File: src/rtl/vp_pkg.sv
// Shared constants, state encoding and lane helper for the shader vector responder.
package vp_pkg;

  localparam int VP_DW = 16;
  localparam int VP_VW = 4;

  localparam logic [3:0] OP_ADD    = 4'd0;
  localparam logic [3:0] OP_SUB    = 4'd1;
  localparam logic [3:0] OP_MUL    = 4'd2;
  localparam logic [3:0] OP_DOT    = 4'd3;
  localparam logic [3:0] OP_SCALE  = 4'd4;
  localparam logic [3:0] OP_LENGTH = 4'd5;

  localparam logic [15:0] FP_ONE    = 16'h0100;
  localparam int          SQRT_ITER = 17;

  typedef enum logic [1:0] {
    ST_IDLE,
    ST_EXEC,
    ST_SQRT
  } vp_state_t;

  // Lane 0 is the most-significant slice of the packed vector.
  function automatic logic [VP_DW-1:0] lane_slice(input logic [VP_VW*VP_DW-1:0] vec, input int idx);
    return vec[(VP_VW-idx)*VP_DW-1 -: VP_DW];
  endfunction

endpackage

File: src/rtl/vector_processor_if.sv
// Command/result bundle between shader_pipeline (master) and vector_processor (slave).
interface vector_processor_if #(
  parameter int DATA_WIDTH   = vp_pkg::VP_DW,
  parameter int VECTOR_WIDTH = vp_pkg::VP_VW
);

  logic                                 start;
  logic [3:0]                           operation;
  logic [VECTOR_WIDTH*DATA_WIDTH-1:0]   vec_a;
  logic [VECTOR_WIDTH*DATA_WIDTH-1:0]   vec_b;
  logic [DATA_WIDTH-1:0]                scalar;
  logic                                 busy;
  logic                                 done;
  logic [VECTOR_WIDTH*DATA_WIDTH-1:0]   result;
  logic                                 result_valid;

  modport master (
    output start, operation, vec_a, vec_b, scalar,
    input  busy, done, result, result_valid
  );

  modport slave (
    input  start, operation, vec_a, vec_b, scalar,
    output busy, done, result, result_valid
  );

endinterface

File: src/rtl/vp_isqrt.sv
// Restoring integer square root: 34-bit radicand, 17-bit root, one root bit per cycle.
// The first bit is resolved on the load edge so the root is final SQRT_ITER-1 edges later.
module vp_isqrt
  import vp_pkg::*;
(
  input  logic        clk,
  input  logic        rst_n,
  input  logic        i_load,
  input  logic [33:0] i_radicand,
  output logic        o_busy,
  output logic        o_done,
  output logic [16:0] o_root
);

  logic [33:0] r_x;
  logic [17:0] r_rem;
  logic [16:0] r_root;
  logic [4:0]  r_cnt;
  logic        r_busy;
  logic        r_done;

  logic [1:0]  w_pair;
  logic [17:0] w_rem_in;
  logic [16:0] w_root_in;
  logic [19:0] w_rem_sh;
  logic [19:0] w_trial;
  logic [19:0] w_diff;
  logic        w_fits;
  logic [17:0] w_rem_next;
  logic [16:0] w_root_next;
  logic [33:0] w_x_next;
  logic        w_unused;

  // Remainder never exceeds 2*root, so 18 bits hold it and the partial root's MSB is still 0.
  always_comb begin
    w_pair      = i_load ? i_radicand[33:32] : r_x[33:32];
    w_rem_in    = i_load ? 18'd0 : r_rem;
    w_root_in   = i_load ? 17'd0 : r_root;
    w_rem_sh    = {w_rem_in, w_pair};
    w_trial     = {1'b0, w_root_in, 2'b01};
    w_diff      = w_rem_sh - w_trial;
    w_fits      = (w_rem_sh >= w_trial);
    w_rem_next  = w_fits ? w_diff[17:0] : w_rem_sh[17:0];
    w_root_next = {w_root_in[15:0], w_fits};
    w_x_next    = i_load ? {i_radicand[31:0], 2'b00} : {r_x[31:0], 2'b00};
  end

  assign w_unused = ^{w_diff[19:18], w_root_in[16]};

  always_ff @(posedge clk or negedge rst_n) begin
    if (!rst_n) begin
      r_x    <= '0;
      r_rem  <= '0;
      r_root <= '0;
      r_cnt  <= '0;
      r_busy <= 1'b0;
      r_done <= 1'b0;
    end else begin
      r_done <= 1'b0;
      if (i_load) begin
        r_x    <= w_x_next;
        r_rem  <= w_rem_next;
        r_root <= w_root_next;
        r_cnt  <= 5'(SQRT_ITER - 1);
        r_busy <= 1'b1;
      end else if (r_busy) begin
        r_x    <= w_x_next;
        r_rem  <= w_rem_next;
        r_root <= w_root_next;
        r_cnt  <= r_cnt - 5'd1;
        if (r_cnt == 5'd1) begin
          r_busy <= 1'b0;
          r_done <= 1'b1;
        end
      end
    end
  end

  assign o_busy = r_busy;
  assign o_done = r_done;
  assign o_root = r_root;

endmodule

File: src/rtl/vector_processor.sv
// Shader vector responder: one lane per cycle through a shared 17x17 signed multiplier,
// with an iterative square root tail for LENGTH. All interface outputs are registered.
module vector_processor
  import vp_pkg::*;
#(
  parameter int DATA_WIDTH   = VP_DW,
  parameter int VECTOR_WIDTH = VP_VW
)
(
  input logic               clk,
  input logic               rst_n,
  vector_processor_if.slave bus
);

  localparam int VBITS  = VECTOR_WIDTH * DATA_WIDTH;
  localparam int LANE_W = (VECTOR_WIDTH > 1) ? $clog2(VECTOR_WIDTH) : 1;
  localparam logic [LANE_W-1:0] LAST_LANE = LANE_W'(VECTOR_WIDTH - 1);

  vp_state_t r_state, w_state_next;

  logic [3:0]            r_op;
  logic [VBITS-1:0]      r_a, r_b, r_staging, r_result;
  logic [DATA_WIDTH-1:0] r_scalar;
  logic [LANE_W-1:0]     r_lane;
  logic signed [33:0]    r_acc;
  logic                  r_busy, r_done;

  logic [VBITS-1:0]      w_staging_next, w_final;
  logic [DATA_WIDTH-1:0] w_lane_a, w_lane_b, w_abs_a, w_lane_val;
  logic [DATA_WIDTH-1:0] w_mul_sat, w_dot_sat, w_len_sat;
  logic signed [16:0]    w_mul_x, w_mul_y;
  logic signed [33:0]    w_product, w_acc_next, w_dot_shift;
  logic                  w_capture, w_complete, w_sqrt_load, w_last_lane;
  logic                  w_sqrt_busy, w_sqrt_done, w_unused;
  logic [16:0]           w_root;

  assign w_lane_a    = lane_slice(r_a, int'(r_lane));
  assign w_lane_b    = lane_slice(r_b, int'(r_lane));
  assign w_abs_a     = w_lane_a[15] ? (~w_lane_a + 16'd1) : w_lane_a;
  assign w_last_lane = (r_lane == LAST_LANE);

  // Signed ops sign-extend into the 17-bit multiplier port; unsigned ops zero-extend.
  always_comb begin
    w_mul_x = '0;
    w_mul_y = '0;
    case (r_op)
      OP_DOT:    begin w_mul_x = {w_lane_a[15], w_lane_a}; w_mul_y = {w_lane_b[15], w_lane_b}; end
      OP_MUL:    begin w_mul_x = {1'b0, w_lane_a};         w_mul_y = {1'b0, w_lane_b};         end
      OP_SCALE:  begin w_mul_x = {1'b0, w_lane_a};         w_mul_y = {1'b0, r_scalar};         end
      OP_LENGTH: begin w_mul_x = {1'b0, w_abs_a};          w_mul_y = {1'b0, w_abs_a};          end
      default:   ;
    endcase
  end

  assign w_product  = 34'(w_mul_x) * 34'(w_mul_y);
  assign w_mul_sat  = (|w_product[31:24]) ? 16'hFFFF : w_product[23:8];
  assign w_acc_next = ((r_op == OP_DOT) || (r_op == OP_LENGTH)) ? (r_acc + w_product) : r_acc;

  always_comb begin
    w_lane_val = '0;
    case (r_op)
      OP_ADD:           w_lane_val = w_lane_a + w_lane_b;
      OP_SUB:           w_lane_val = w_lane_a - w_lane_b;
      OP_MUL, OP_SCALE: w_lane_val = w_mul_sat;
      default:          ;
    endcase
  end

  genvar gi;
  generate
    for (gi = 0; gi < VECTOR_WIDTH; gi++) begin : g_lane
      assign w_staging_next[(VECTOR_WIDTH-gi)*DATA_WIDTH-1 -: DATA_WIDTH] =
        (r_lane == LANE_W'(gi)) ? w_lane_val
                                : r_staging[(VECTOR_WIDTH-gi)*DATA_WIDTH-1 -: DATA_WIDTH];
    end
  endgenerate

  assign w_dot_shift = w_acc_next >>> 8;

  always_comb begin
    if (w_dot_shift > 34'sd32767)       w_dot_sat = 16'h7FFF;
    else if (w_dot_shift < -34'sd32768) w_dot_sat = 16'h8000;
    else                                w_dot_sat = w_dot_shift[15:0];
  end

  assign w_len_sat = w_root[16] ? 16'hFFFF : w_root[15:0];

  always_comb begin
    w_final = w_staging_next;
    if (r_op == OP_DOT)         w_final = {w_dot_sat, {(VBITS-DATA_WIDTH){1'b0}}};
    else if (r_op == OP_LENGTH) w_final = {w_len_sat, {(VBITS-DATA_WIDTH){1'b0}}};
  end

  vp_isqrt u_isqrt (
    .clk        (clk),
    .rst_n      (rst_n),
    .i_load     (w_sqrt_load),
    .i_radicand ($unsigned(w_acc_next)),
    .o_busy     (w_sqrt_busy),
    .o_done     (w_sqrt_done),
    .o_root     (w_root)
  );

  assign w_unused = w_sqrt_busy;

  always_ff @(posedge clk or negedge rst_n) begin
    if (!rst_n) r_state <= ST_IDLE;
    else        r_state <= w_state_next;
  end

  always_comb begin
    w_state_next = r_state;
    w_capture    = 1'b0;
    w_complete   = 1'b0;
    w_sqrt_load  = 1'b0;
    case (r_state)
      ST_IDLE: begin
        if (bus.start) begin
          w_capture    = 1'b1;
          w_state_next = ST_EXEC;
        end
      end
      ST_EXEC: begin
        if (w_last_lane) begin
          if (r_op == OP_LENGTH) begin
            w_sqrt_load  = 1'b1;
            w_state_next = ST_SQRT;
          end else begin
            w_complete   = 1'b1;
            w_state_next = ST_IDLE;
          end
        end
      end
      ST_SQRT: begin
        if (w_sqrt_done) begin
          w_complete   = 1'b1;
          w_state_next = ST_IDLE;
        end
      end
      default: w_state_next = ST_IDLE;
    endcase
  end

  always_ff @(posedge clk or negedge rst_n) begin
    if (!rst_n) begin
      r_op      <= '0;
      r_a       <= '0;
      r_b       <= '0;
      r_scalar  <= '0;
      r_lane    <= '0;
      r_acc     <= '0;
      r_staging <= '0;
      r_result  <= '0;
      r_busy    <= 1'b0;
      r_done    <= 1'b0;
    end else begin
      r_done <= w_complete;
      if (w_capture) begin
        r_op      <= bus.operation;
        r_a       <= bus.vec_a;
        r_b       <= bus.vec_b;
        r_scalar  <= bus.scalar;
        r_lane    <= '0;
        r_acc     <= '0;
        r_staging <= '0;
        r_busy    <= 1'b1;
      end
      if (r_state == ST_EXEC) begin
        r_lane    <= r_lane + LANE_W'(1);
        r_staging <= w_staging_next;
        r_acc     <= w_acc_next;
      end
      if (w_complete) begin
        r_busy   <= 1'b0;
        r_result <= w_final;
      end
    end
  end

  assign bus.busy         = r_busy;
  assign bus.done         = r_done;
  assign bus.result_valid = r_done;
  assign bus.result       = r_result;

endmodule
File: src/flat_wrapper.sv
// flat-port wrapper written by rule: the top's interface ports become plain ports
module vector_processor_flat import vp_pkg::*;
#(
  parameter int DATA_WIDTH   = VP_DW,
  parameter int VECTOR_WIDTH = VP_VW
)
  (clk, rst_n, bus_start, bus_operation, bus_vec_a, bus_vec_b, bus_scalar, bus_busy, bus_done, bus_result, bus_result_valid);
  vector_processor_if #(.DATA_WIDTH(DATA_WIDTH), .VECTOR_WIDTH(VECTOR_WIDTH)) bus_i ();
  input logic clk;
  input logic rst_n;
  input wire logic [$bits(bus_i.start)-1:0] bus_start;
  input wire logic [$bits(bus_i.operation)-1:0] bus_operation;
  input wire logic [$bits(bus_i.vec_a)-1:0] bus_vec_a;
  input wire logic [$bits(bus_i.vec_b)-1:0] bus_vec_b;
  input wire logic [$bits(bus_i.scalar)-1:0] bus_scalar;
  output wire logic [$bits(bus_i.busy)-1:0] bus_busy;
  output wire logic [$bits(bus_i.done)-1:0] bus_done;
  output wire logic [$bits(bus_i.result)-1:0] bus_result;
  output wire logic [$bits(bus_i.result_valid)-1:0] bus_result_valid;
  assign bus_i.start = bus_start;
  assign bus_i.operation = bus_operation;
  assign bus_i.vec_a = bus_vec_a;
  assign bus_i.vec_b = bus_vec_b;
  assign bus_i.scalar = bus_scalar;
  assign bus_busy = bus_i.busy;
  assign bus_done = bus_i.done;
  assign bus_result = bus_i.result;
  assign bus_result_valid = bus_i.result_valid;
  vector_processor #(.DATA_WIDTH(DATA_WIDTH), .VECTOR_WIDTH(VECTOR_WIDTH)) u_core (.clk(clk), .rst_n(rst_n), .bus(bus_i));
endmodule
File: config.mk
export PLATFORM = sky130hd
export DESIGN_NAME = vector_processor_flat
export DESIGN_NICKNAME = d
export VERILOG_FILES = /design/src/rtl/vp_pkg.sv /design/src/rtl/vector_processor_if.sv /design/src/rtl/vp_isqrt.sv /design/src/rtl/vector_processor.sv /design/src/flat_wrapper.sv
export SDC_FILE = /design/constraint.sdc
export NUM_CORES = 2
export LEC_CHECK = 0
export ABC_AREA = 1
export BUFFER_PORTS_ARGS = -buffer_cell sky130_fd_sc_hd__buf_4
export CAP_MARGIN = 20
export CORE_ASPECT_RATIO = 0.8
export CORE_MARGIN = 2
export CORE_UTILIZATION = 61
export CTS_BUF_LIST = sky130_fd_sc_hd__clkbuf_4 sky130_fd_sc_hd__clkbuf_8
export CTS_CLUSTER_DIAMETER = 150
export DETAILED_ROUTE_END_ITERATION = 8
export HOLD_SLACK_MARGIN = 0.08
export PLACE_DENSITY = 0.82
export REMOVE_ABC_BUFFERS = 1
export SYNTH_ARGS = -nofsm -noshare
export SYNTH_HDL_FRONTEND = slang
export SYNTH_HIERARCHICAL = 1
export SYNTH_SLANG_ARGS = --single-unit
File: constraint.sdc
create_clock -name clk -period 24.4 [get_ports clk]
set_input_delay 3.66 -clock clk [delete_from_list [all_inputs] [get_ports clk]]
set_output_delay 3.66 -clock clk [all_outputs]
set_load 0.02 [all_outputs]
==> results list <==
- Total number of yosys warnings: 6
- Area share of fa/ha/maj cells after synthesis: a little under a quarter
* Critical-path maximum fanout: 75
* Final routed DRC violation total: 0
- IR analysis of the VDD net gives a maximum drop of around 0.097 mV.
* First-pass GRT wire length: ~170 mm
* Routed wire length: approximately 100 mm
* Fraction of final layout cells with drive strength greater than 1: between 10% and 20%
- The worst pin sits at a relative slew slack of about 27%.
- Total Neg Setup Slack: 0 ns
- The worst setup path is captured at a register.
* Static power due to leakage: 20.9 nW
* DPL Wire Length: between 80 and 90 mm
- Final min period: 14.14 ns
- Once the floorplan was initialized, standard cells occupied between 60% and 70% of the core.
- The synthesized design contains 0 enable-type register cells.
* Aggregate global-route resource usage: a little over a third
* Dominant register cell in the synthesized netlist: dfrtp_1
- Total Power Consumption: between 0.005 and 0.006 W
- Placed insts: 5451
* PnR worst setup slack: between 10 and 15 ns
- Final number of hold-violating endpoints: 0
* Peak Freq: 70.7 MHz
- The clock tree synthesis step divided the H-tree into 2 levels.
- Per-instance average area after synthesis: between 7 and 8 µm²
* Placed cell area: 37400 µm²
- The clock network burns about a tenth of the power.
- Buffers placed on the I/O ports in this run total approximately 220.
* Number of global-route vias before repair: around 31000
- In this design, the stage delay of the slowest critical-path cell is between 0.8 and 0.9 ns.
* Worst slack after detailed placement: roughly 11 ns
- At the later pin of the worst-skew pair, clock insertion delay measures roughly 0.7 ns.
- The first routing iteration left slightly below 3000 violations.
- Main combinational cell family by area after synthesis: adder cells
- Among the stages of the critical path, the cell type that occurs most often is nand2_1.
* Classification of the worst setup path: register to register
* Worst Clk Skew: 0.0703 ns
* First-pass DRT Iterations: 8
- The finished layout holds 5558 standard cells, fillers aside.
- Count of final setup violators: 0
- Post-synth design cell area: ~35000 µm²
- Dividing the final minimum period by the clock period gives just under 60%.
* Setup repair bufs after CTS: 0
- After Yosys synthesis, XOR and XNOR cells account for 1.78% of the synthesized area.
- The initial antenna violation count is 3.
* Worst endpoint required time: 24.96 ns
* Synthesized flop and latch total: slightly below 400
- Per-cell via count in the routed design: roughly 5.6
- RSZ-0062 raised after global routing: no
- Sequential share of the synthesized area: 27.6%
- Source of the critical timing path: u_core/r_lane[0]
- R2R Path Start: u_core/r_lane[0]
* RR Endpoint: u_core/u_isqrt/r_rem[15]
- Per report_power, the sequential group accounts for between 10% and 20% of the total.
- The path class of the tightest hold or removal check is register to register.
- Clock buffer depth: 3
- For this design the top-level I/O count stands at between 200 and 250.
* Final design instance area without fill: around 39000 µm²
* Arrival time reported for the critical path endpoint: about 15 ns
* Commonest non-fill, non-tap cell in the layout: nand2_1
- Detailed-route wire length per cell: 18.7 µm
* Post-CTS resize count: 0
- CTS placed an instance of clkbuf_8 at the clock tree root.
* R2r worst-path depth: 58
- The floorplan step set the die height to approximately 220 µm.
* Library cells used by synthesis: between 50 and 60
- In this run, the combinational gates consume 72.1% of the power.
- Worst path slowest cell: ha_4
* Worst setup path endpoint: u_core/u_isqrt/r_rem[15]
- Count of final max-slew check failures: 0
- In this run switching power makes up 56.1% of total power.
- Cell internal power dissipation: approximately 0.0026 W
- Total clock sinks: ~400
* Hold buffer count at cts: 0
- STA classifies the critical path startpoint as a register.
* Power Density: 150 nW/µm²
- Ys async rst share: 100%
- The tool flagged a number of max-cap violations equal to 0.
- TritonCTS built the clock tree.
- Run status: completed
* Number of nets in the final layout: approximately 5400
* Net Switching: roughly 0.0033 W
* Number of vias after detailed routing: between 30000 and 40000
- Total grt overflow: 0
* Actual slew at the worst max-slew pin: ~1.1 ns
- Die Width: ~270 µm
- The congestion estimate from routability-driven global placement came to between 1 and 1.5.
- Hold_sp: u_core/r_staging[63]
- The area growth from synthesis to layout is 9.56%.
- Die Outline Area: 59900 µm²
- The count of nets left with antenna violations once routing finished came out at 0.
- Placeable core area: about 57000 µm²
- Internal reg-to-reg setup slack: 10.26 ns
* Cell count after synthesis: 4601
* Maximum number of pins on one net before global-route repair: 96
- The floorplan has 78 rows.
- After clock tree synthesis, the clock-pin slew on the worst setup and hold paths is approximately 0.060 ns.
* Number of CTS-inserted buffers: 60
* Multiplexer fraction of the synthesized cell area: approximately 3.8%
* Commonest cells after routing, fill and taps aside: 1201 x nand2_1, 842 x inv_1, 389 x dfrtp_1
- Synthesized-area fraction occupied by and/or/nand/nor cells: about 22%
- Complex-gate fraction of the synthesized area: between 10% and 20%
==> state kept, by name, indices dropped and copies added (netlist names), 4 cells and up <==
name,cells
u_core/u_isqrt/o_root,17
u_core/r_scalar,16
u_core/r_acc,34
u_core/bus.result,64
u_core/u_isqrt/r_cnt,5
u_core/u_isqrt/r_rem,18
u_core/r_op,4
u_core/r_staging,64
u_core/r_a,64
u_core/r_b,64
u_core/u_isqrt/r_x,32
==> power by group through the flow <==
stage | Combinational (W) | Sequential [W] | Clock [W]
detailed placement | 0.00407 | 0.00105 | 0
CTS | 0.00410 | 0.00104 | 0.000592
global route | 0.00461 | 0.00106 | 0.000622
floorplan | 0.00277 | 0.00106 | 0
global placement | 0.00402 | 0.00103 | 0
finish | 0.00419 | 0.00104 | 0.000584
==> final cells by class <==
type	instances	area (µm²)
multi-input combinational	3166	21500
fill	4850	18300
sequential	390	9760
inverter	888	3330
timing repair buffer	247	1860
clock buffer	94	1120
tap	760	951
clock inverter	10	156
antenna	3	7.51
==> synth_stat cells, drive strengths merged (32+ instances only) <==
cell	instances	area (µm²)
nand3	184	941
inv	885	3320
o21ai	270	1370
ha	164	2050
buf	68	433
xor2	40	350
nand2	1220	4650
xnor2	32	280
dfrtp	390	9760
clkbuf	89	334
a21oi	192	1050
fa	298	5970
nor2	380	1530
o22ai	66	413
mux2	119	1340
==> worst min-delay path by stage <==
stage	slack (ns)	to	cells after the start
3_3_place_gp	0.46	u_core/r_staging[57]	1
5_1_grt	0.49	u_core/r_staging[61]	1
2_1_floorplan	0.45	u_core/r_staging[0]	2
4_1_cts	0.48	u_core/r_staging[63]	1
3_5_place_dp	0.47	u_core/u_isqrt/r_rem[11]	2
6_report	0.48	u_core/r_staging[63]	1
==> metal layers <==
layer | GRT usage (%) | part of all wire (%) | vias to the layer above
li1 | - | - | 14601
met4 | 8.89 | 2.3 | 2
met1 | 52.0 | 43 | 14892
met2 | 53.7 | 43 | 1526
met3 | 9.06 | 11 | 201
met5 | 0 | 0.012 | -
==> metrics by stage <==
| step | utilization [%] | hold WS [ns] |
|---|---|---|
| global placement | 65.6 | 0.457 |
| detailed placement | 65.7 | 0.465 |
| floorplan | - | 0.448 |
| CTS | 67.9 | 0.480 |
| global route | 67.9 | 0.493 |
| finish | 67.9 | 0.478 |
==> worst max-delay path, delay by kind of cell (launching register included) <==
kind                       cells  cell delay, ns
xor gates and xnor gates       1            0.30
buffers and inverters         13            2.81
and+or+nand+nor               29            3.83
AOI/OAI and AO/OA              5            1.72
DFF                            1            0.38
adders and majority gates     10            4.92
==> cells by family after synthesis <==
logic type	count (synthesis)
mux	119
compound gates	638
buf+inv	1045
xor+xnor	72
fa+ha+maj	462
flops	390
simple gates	1875
No activity file was read; power rests on OpenSTA's default activity.
